## config.mk

```make
export PLATFORM = sky130hd
export DESIGN_NAME = pe_tx_packetizer
export DESIGN_NICKNAME = d
export VERILOG_FILES = /design/src/rtl/pe_tx_packetizer.sv
export SDC_FILE = /design/constraint.sdc
export NUM_CORES = 1
export LEC_CHECK = 0
export ABC_AREA = 1
export CAP_MARGIN = 0
export CORE_ASPECT_RATIO = 1.75
export CORE_UTILIZATION = 59
export DETAILED_ROUTE_END_ITERATION = 10
export GPL_TIMING_DRIVEN = 1
export PLACE_DENSITY = 0.8
export SYNTH_ARGS = -nofsm -noshare
export SYNTH_HDL_FRONTEND = slang
export SYNTH_SLANG_ARGS = --single-unit
```

## constraint.sdc

```tcl
create_clock -name clk -period 2.7 [get_ports clk]
set_clock_uncertainty 0.05 [all_clocks]
set_input_delay 0.27 -clock clk [delete_from_list [all_inputs] [get_ports clk]]
set_output_delay 0.27 -clock clk [all_outputs]
set_load 0.05 [all_outputs]
```

## src/rtl/pe_tx_packetizer.sv

```systemverilog
`timescale 1ns / 1ps
// ---------------------------------------------------------------------------
// pe_tx_packetizer
//
// Store-and-forward packet builder placed directly upstream of one PE output
// port of the 2x2 mesh NOC. Words from the processing element are collected
// into a local buffer until the message ends (in_last) or the buffer fills
// (MaxLen). The packet is then injected as one header flit {len, dest}
// followed by len payload flits.
//
// Ports
//   clk, rst_n     single rising-edge clock, asynchronous active-low reset
//   in_valid       PE word valid
//   in_ready       packetizer can accept a word (high only while collecting)
//   in_data        payload word
//   in_last        word closes the current message
//   in_dest        destination node, sampled with the first word of a packet
//   in_vc          virtual channel, sampled with the first word of a packet
//   PE_OutpData    flit towards the NOC (registered)
//   PE_OutpEn      flit valid (registered)
//   PE_OutpReady   NOC accepts the flit
//   PE_OutpSel     virtual channel of the packet in flight (registered)
//   busy           packet is being injected (HEAD or BODY)
//   err_trunc      sticky: a message was split because it exceeded MaxLen
//   pkt_count      packets fully injected, wraps modulo 2^16
// ---------------------------------------------------------------------------
module pe_tx_packetizer #(
  parameter int DataWidth = 8,
  parameter int AddrWidth = 2,
  parameter int ViChAddr  = 1,
  parameter int MaxLen    = 8
) (
  input  logic                 clk,
  input  logic                 rst_n,
  input  logic                 in_valid,
  output logic                 in_ready,
  input  logic [DataWidth-1:0] in_data,
  input  logic                 in_last,
  input  logic [AddrWidth-1:0] in_dest,
  input  logic [ViChAddr-1:0]  in_vc,
  output logic [DataWidth-1:0] PE_OutpData,
  output logic                 PE_OutpEn,
  input  logic                 PE_OutpReady,
  output logic [ViChAddr-1:0]  PE_OutpSel,
  output logic                 busy,
  output logic                 err_trunc,
  output logic [15:0]          pkt_count
);

  // The length field fills the header bits above the destination address.
  localparam int LenW  = DataWidth - AddrWidth;
  localparam int IdxW  = (MaxLen > 1) ? $clog2(MaxLen) : 1;
  localparam int Depth = 1 << IdxW;
  localparam logic [LenW-1:0] LastIdx = LenW'(MaxLen - 1);

  typedef enum logic [1:0] {
    COLLECT = 2'd0,
    HEAD    = 2'd1,
    BODY    = 2'd2
  } stateT;

  stateT                state, stateNext;
  logic [LenW-1:0]      wrCnt, wrCntNext;
  logic [LenW-1:0]      rdIdx, rdIdxNext;
  logic [LenW-1:0]      len, lenNext;
  logic [AddrWidth-1:0] dest, destNext;
  logic [ViChAddr-1:0]  vc, vcNext;
  logic                 errNext;
  logic [15:0]          pktCountNext;
  logic                 outEnNext;
  logic [DataWidth-1:0] outDataNext;
  logic [ViChAddr-1:0]  outSelNext;
  logic                 bufWe;

  logic [DataWidth-1:0] pktBuf [Depth];

  logic [LenW-1:0]      wrCntInc;
  logic [LenW-1:0]      rdIdxInc;
  logic                 lastFlit;
  logic [AddrWidth-1:0] curDest;
  logic [ViChAddr-1:0]  curVc;

  assign wrCntInc = wrCnt + 1'b1;
  assign rdIdxInc = rdIdx + 1'b1;
  assign lastFlit = (rdIdx == len - 1'b1);

  // The header is built on the closing edge, which may also be the first
  // word of the packet, so the freshly sampled routing fields are bypassed.
  assign curDest = (wrCnt == '0) ? in_dest : dest;
  assign curVc   = (wrCnt == '0) ? in_vc   : vc;

  assign in_ready = (state == COLLECT);
  assign busy     = (state != COLLECT);

  // NOTE: the payload buffer has no reset; every entry is written before it
  // is read, and leaving it out keeps the array mappable to plain RAM.
  always_ff @(posedge clk) begin
    if (bufWe) begin
      pktBuf[wrCnt[IdxW-1:0]] <= in_data;
    end
  end

  // NOTE: all clocked state uses non-blocking assignments so every register
  // samples the pre-edge values regardless of statement order.
  always_ff @(posedge clk or negedge rst_n) begin
    if (!rst_n) begin
      state       <= COLLECT;
      wrCnt       <= '0;
      rdIdx       <= '0;
      len         <= '0;
      dest        <= '0;
      vc          <= '0;
      err_trunc   <= 1'b0;
      pkt_count   <= '0;
      PE_OutpEn   <= 1'b0;
      PE_OutpData <= '0;
      PE_OutpSel  <= '0;
    end else begin
      state       <= stateNext;
      wrCnt       <= wrCntNext;
      rdIdx       <= rdIdxNext;
      len         <= lenNext;
      dest        <= destNext;
      vc          <= vcNext;
      err_trunc   <= errNext;
      pkt_count   <= pktCountNext;
      PE_OutpEn   <= outEnNext;
      PE_OutpData <= outDataNext;
      PE_OutpSel  <= outSelNext;
    end
  end

  // Next-state and next-output decode. The NOC-facing outputs are registered,
  // so the flit for the following cycle is selected here, one edge ahead.
  always_comb begin
    // NOTE: every signal gets its hold value first so no path through the
    // case statement can leave one unassigned and infer a latch.
    stateNext    = state;
    wrCntNext    = wrCnt;
    rdIdxNext    = rdIdx;
    lenNext      = len;
    destNext     = dest;
    vcNext       = vc;
    errNext      = err_trunc;
    pktCountNext = pkt_count;
    outEnNext    = PE_OutpEn;
    outDataNext  = PE_OutpData;
    outSelNext   = PE_OutpSel;
    bufWe        = 1'b0;

    unique case (state)
      COLLECT: begin
        if (in_valid) begin
          bufWe     = 1'b1;
          wrCntNext = wrCntInc;
          destNext  = curDest;
          vcNext    = curVc;
          if (in_last || (wrCnt == LastIdx)) begin
            lenNext     = wrCntInc;
            stateNext   = HEAD;
            outEnNext   = 1'b1;
            outDataNext = {wrCntInc, curDest};
            outSelNext  = curVc;
            // A full buffer without in_last splits the message; the
            // remaining words start a fresh packet to the same consumer.
            if (!in_last) begin
              errNext = 1'b1;
            end
          end
        end
      end

      HEAD: begin
        if (PE_OutpReady) begin
          rdIdxNext   = '0;
          stateNext   = BODY;
          outDataNext = pktBuf[0];
        end
      end

      BODY: begin
        if (PE_OutpReady) begin
          if (lastFlit) begin
            stateNext    = COLLECT;
            wrCntNext    = '0;
            pktCountNext = pkt_count + 16'd1;
            outEnNext    = 1'b0;
          end else begin
            rdIdxNext   = rdIdxInc;
            outDataNext = pktBuf[rdIdxInc[IdxW-1:0]];
          end
        end
      end

      default: begin
        stateNext = COLLECT;
        outEnNext = 1'b0;
      end
    endcase
  end

endmodule

```

# After elaboration in Yosys (flattened, before gate mapping)
# Memories as Yosys holds them, arrays and structs flattened.
# Index checks and enable logic that the tools add are counted.
# classes
mux	31
n_reduce_logical	16
n_eq_ne	10
bitwise	2
n_addsub	4
# op_table
op	count
$mux 8	5
$mux 6	6
$pmux 6 s2	2
$pmux 8 s3	1
$add 16x1->16 const B	1
$add 6x1->6 const B	2
$mux 2	6
$reduce_and 4->1	3
$ne 2x2->1 const B	5
$reduce_and 5->1	2
$mux 1	9
$eq 6x3->1 const B	1
$eq 6x6->1	1
$logic_not 6->1	1
$pmux 2 s3	1
$reduce_and 3->1	2
$reduce_and 6->1	1
$reduce_bool 2->1	3
$sub 6x1->6 const B	1
$pmux 1 s3	1
$reduce_bool 3->1	1
$eq 2x1->1 const B	1
$eq 2x2->1 const B	1
$logic_not 2->1	1
other kinds (4)	5
# totals
reg_bits	50
mem_count	1
mem_bits_rw	64
out_inout_bits	29
input_bits	16
word_cells	75
# mem_list
name	words	width	rd	rd_ports_with_merged_regs	wr	line	text
pktBuf	8	8	2	0	1	75	logic [DataWidth-1:0] pktBuf [Depth];

# Logic depth before layout (Yosys ltp)
# Gate-level depths: netlist (run 1).
# depth
ltp_word	5
depth_mapped	13
ltp_nobuf	13

# Worst setup path after synthesis (run 1)
# No wires, ideal clock.
# synth_path
path_type	reg2reg
startpoint	register state[0]
endpoint	register wrCnt[0]
arrival_ns	2.301
setup_time_ns	0.066
period_less_slack_ns	2.417
slack_ns	0.283
n_path_buf	0
stages_incl_launch_ff	10
t_required_ns	2.584
path_cell_list	dfrtp_1 -> inv_1 -> ha_1 -> inv_1 -> or2_1 -> nand2_1 -> clkinv_1 -> nand3_1 -> nand2_1 -> nand2_1
# synth_between
elab_chain_len	3
word_cells_on_any_way	8
cone_classes	eq/ne: 4; mux: 1; reduce/logical: 3
# synth_lines
element	line	text
start: declaration	62	stateT state, stateNext;
start signal: assignment	119	state <= stateNext;
$logic_not 2->1 (*)	--	
net in_ready	36	output logic in_ready,
$ne 2x2->1 (no line) or $reduce_bool 2->1 (tied branches)	--	
$reduce_and 4->1 (no line)	--	
end signal: assignment	120	wrCnt <= wrCntNext;
end: declaration	63	logic [LenW-1:0] wrCnt, wrCntNext;
# The timed path passes the listed nets; every way through them passes the cells marked *.
# A chain may end at the register's enable or synchronous reset.

# Worst setup path in the final report (run 1)
# layout_path
startpoint	register state[0]
endpoint	output port busy
# layout_between
elab_chain_len	1
# layout_lines
element	line	text
$reduce_bool 2->1	93	assign busy = (state != COLLECT);
end: declaration	45	output logic busy,
# Every way passes these cells.

==> results of run 1 <==
==> worst min-delay path: cells and delay by family (launching register included) <==
kind | cells | cell delay [ps]
simple gates | 2 | 90
flops | 1 | 340
==> what timing repair did <==
action / CTS / global route
hold buffers: 1 / 0
gates resized for setup: 0 / 0
setup endpoints to repair: 0 / 0
hold endpoints to repair: 50 / 0
==> final cells by class <==
| cell class | count | share of cell area (%) |
|---|---|---|
| Multi-Input combinational cell | 471 | 32.6 |
| Timing Repair Buffer | 51 | 6.99 |
| Tap cell | 122 | 2.18 |
| Clock buffer | 18 | 6.12 |
| Sequential cell | 114 | 45.2 |
| Inverter | 84 | 4.50 |
| Clock inverter | 14 | 2.35 |
==> final timing paths <==
path	from	end	slack (ps)	cells after the start
min reg2reg	PE_OutpSel	PE_OutpSel	420	2
max	state[0]	busy	190	4
min in group asynchronous	rst_n	len[4]	440	3
max in group asynchronous	rst_n	pkt_count[9]	1700	3
min	PE_OutpSel	PE_OutpSel	420	2
max reg2reg	state[1]	pktBuf[2][3]	420	6
==> synth_stat cells (all sizes together) (10+ instances only) <==
cell | number | area share, %
buf | 16 | 1.9
dfrtp | 50 | 21
edfxtp | 64 | 33
ha | 10 | 2.1
inv | 80 | 5.1
nand2 | 259 | 17
nand3 | 41 | 3.9
nand4 | 26 | 2.8
nor2 | 52 | 3.5
o21ai | 38 | 4.2
xnor2 | 11 | 1.8
==> sequential cells by signal, indices dropped and copies added, names as in the netlist <==
register     flops
PE_OutpData      8
len              6
PE_OutpSel       1
pkt_count       16
state            2
wrCnt            6
err_trunc        1
dest             2
vc               1
rdIdx            6
pktBuf          64
PE_OutpEn        1
==> power groups by stage <==
| stage | Clock, mW | Combinational, mW | Sequential (mW) |
|---|---|---|---|
| 2_1_floorplan | 0 | 1.78 | 2.57 |
| 3_3_place_gp | 0 | 2.72 | 2.33 |
| 3_5_place_dp | 0 | 2.78 | 2.34 |
| 4_1_cts | 2.26 | 2.82 | 2.32 |
| 5_1_grt | 2.33 | 3.15 | 2.35 |
| 6_report | 2.24 | 2.84 | 2.33 |
==> cells by family after synthesis <==
family	Yosys count	share of synthesized area [%]
simple gates	392	28.3
compound gates	49	5.24
buf+inv	103	7.40
xor+xnor	20	3.10
flops	114	53.8
fa+ha+maj	10	2.12
==> metrics by stage <==
| step | instances | instance area [µm²] | utilization (%) | setup WS, ps | power, mW |
|---|---|---|---|---|---|
| 3_5_place_dp | 841 | 6410 | 66.9 | 488 | 5.12 |
| 3_3_place_gp | 841 | 6410 | 66.9 | 568 | 5.05 |
| 5_1_grt | 874 | 7010 | 73.2 | 97.5 | 7.83 |
| 2_1_floorplan | 688 | 5900 | - | 283 | 4.35 |
| 6_report | 874 | 7010 | 73.2 | 195 | 7.41 |
| 4_1_cts | 874 | 7010 | 73.2 | 195 | 7.40 |
==> metal layers <==
| layer | share of wire, % | GRT usage, % | wire, µm | vias to the layer above |
|---|---|---|---|---|
| li1 | - | - | - | 2316 |
| met2 | 55 | 56.0 | 7970 | 156 |
| met3 | 3.9 | 7.01 | 554 | 52 |
| met4 | 5.1 | 19.3 | 740 | 0 |
| met5 | 0 | 0 | 0 | - |
| met1 | 35 | 30.1 | 5100 | 2261 |
==> flow_summary.toml, run 1 <==
[status]
status = "complete, no violations"

[layout]
multi_input_area_um2 = 2290
final_common_cell = "nand2_1"
drive_gt1_share_pct = 9.31
seqCellArea_um2 = 3170
area_delta_synth_final_pct = 18.9
nets = 765
n_antenna_cell = 0
nFillCells = 709
final_cell_mix = "257 x nand2_1, 77 x inv_1, 64 x edfxtp_1"

[logic_synthesis]
synthCells = 688
synth_seq_cells = 114
async_flop_share_pct = 43.9
synth_cell_types = 36
syn_avg_cell_area_um2 = 8.57
synth-edff-count = 64
synth-main-ff-cell = "edfxtp_1"
synth_area_um2 = 5900
yosysWarnings = 0
synth_fp_nets = 714
ys_seq_area_share_pct = 53.8

[routing]
drc = 0
wl_per_cell_um = 16.4
routed_wl_mm = 14.4
firstDrtPassIters = 5
ant_nets = 0
drtIter0Drc = 291
vias_per_cell = 5.47
dr_total_vias = 4785

[place]
portBuffers = 44
dp_hpwl_mm = 10.3
gp_congestion = 0.880

[power_and_ir_drop]
p_per_area_nw_per_um2 = 1060
seq_power_share_pct = 31.4
power.switching_mw = 2.97
p_sw_share_pct = 40.1
power_frac_clock_pct = 30.2
power.leakage_nw = 3.07
power_frac_comb_pct = 38.4
ir_worst_vdd_mv = 0.699
power.internal_mw = 4.44

[clocking]
cts.reportedPaths.clkPinSlew_ps = 50
cts_setup_buffers = 0
cts_tree = "yes"
numCtsBuffers = 17
clk-insertion-delay-late_ps = 410
htreeDepth = 4
clk_path_buf_depth = 2
clockRootBuffer = "clkbuf_16"
cts_sinks = 114

[sta]
final.min_clock_period_ps = 2510
fin_tns_setup_ps = 0
max_freq_ghz = 0.399
drv_slew = 0
max_slew_margin_pct = 54.3
setup_violations = 0
rsz0062_at_grt = "no"
hold_viol_final = 0
min_period_over_period_pct = 92.8
worst_slew_pin_slew_ps = 683
whs_ps = 415

[global_routing]
grt_pass1_wl_mm = 23.4
grt_pass1_vias = 4839
antenna_found_initial = 0
gr-usage-all-layers_pct = 30.5
overflow = 0
grt_max_degree = 51

[floorplanning]
initial_core_util_pct = 61.5
fp.dieH_um = 134
row_count = 47
die_w_um = 77.6
dieArea_um2 = 10400
boundaryPins = 45
core_um2 = 9590

[worst_setup_path]
cp_top_family = "buffers and inverters"
start_kind = "flop"
critPathKind = "reg2out"
required_ps = 2380
path_common_cell = "inv_1"
slowest_delay_ps = 860
worstPathMaxFanout = 5
crit_slowest_cell = "clkdlybuf4s50_1"
crit_chain = "inv_1 > ha_1 > inv_1 > clkdlybuf4s50_1"
critPathCaptureType = "primary output"
arrival_ps = 2190
critPathBufInv = 3

[run]
maxCapViolCount = 0

[min_path]
min_path_type = "reg2reg"
Note: power is estimated with default switching activity, not from simulation.
==> inputs of run 2 (changes only) <==
Settings changed: ABC_CLOCK_PERIOD_IN_PS from default to 2700.
==> results of run 2 <==
Final layout, timing and power as in run 1 (identical DEF).
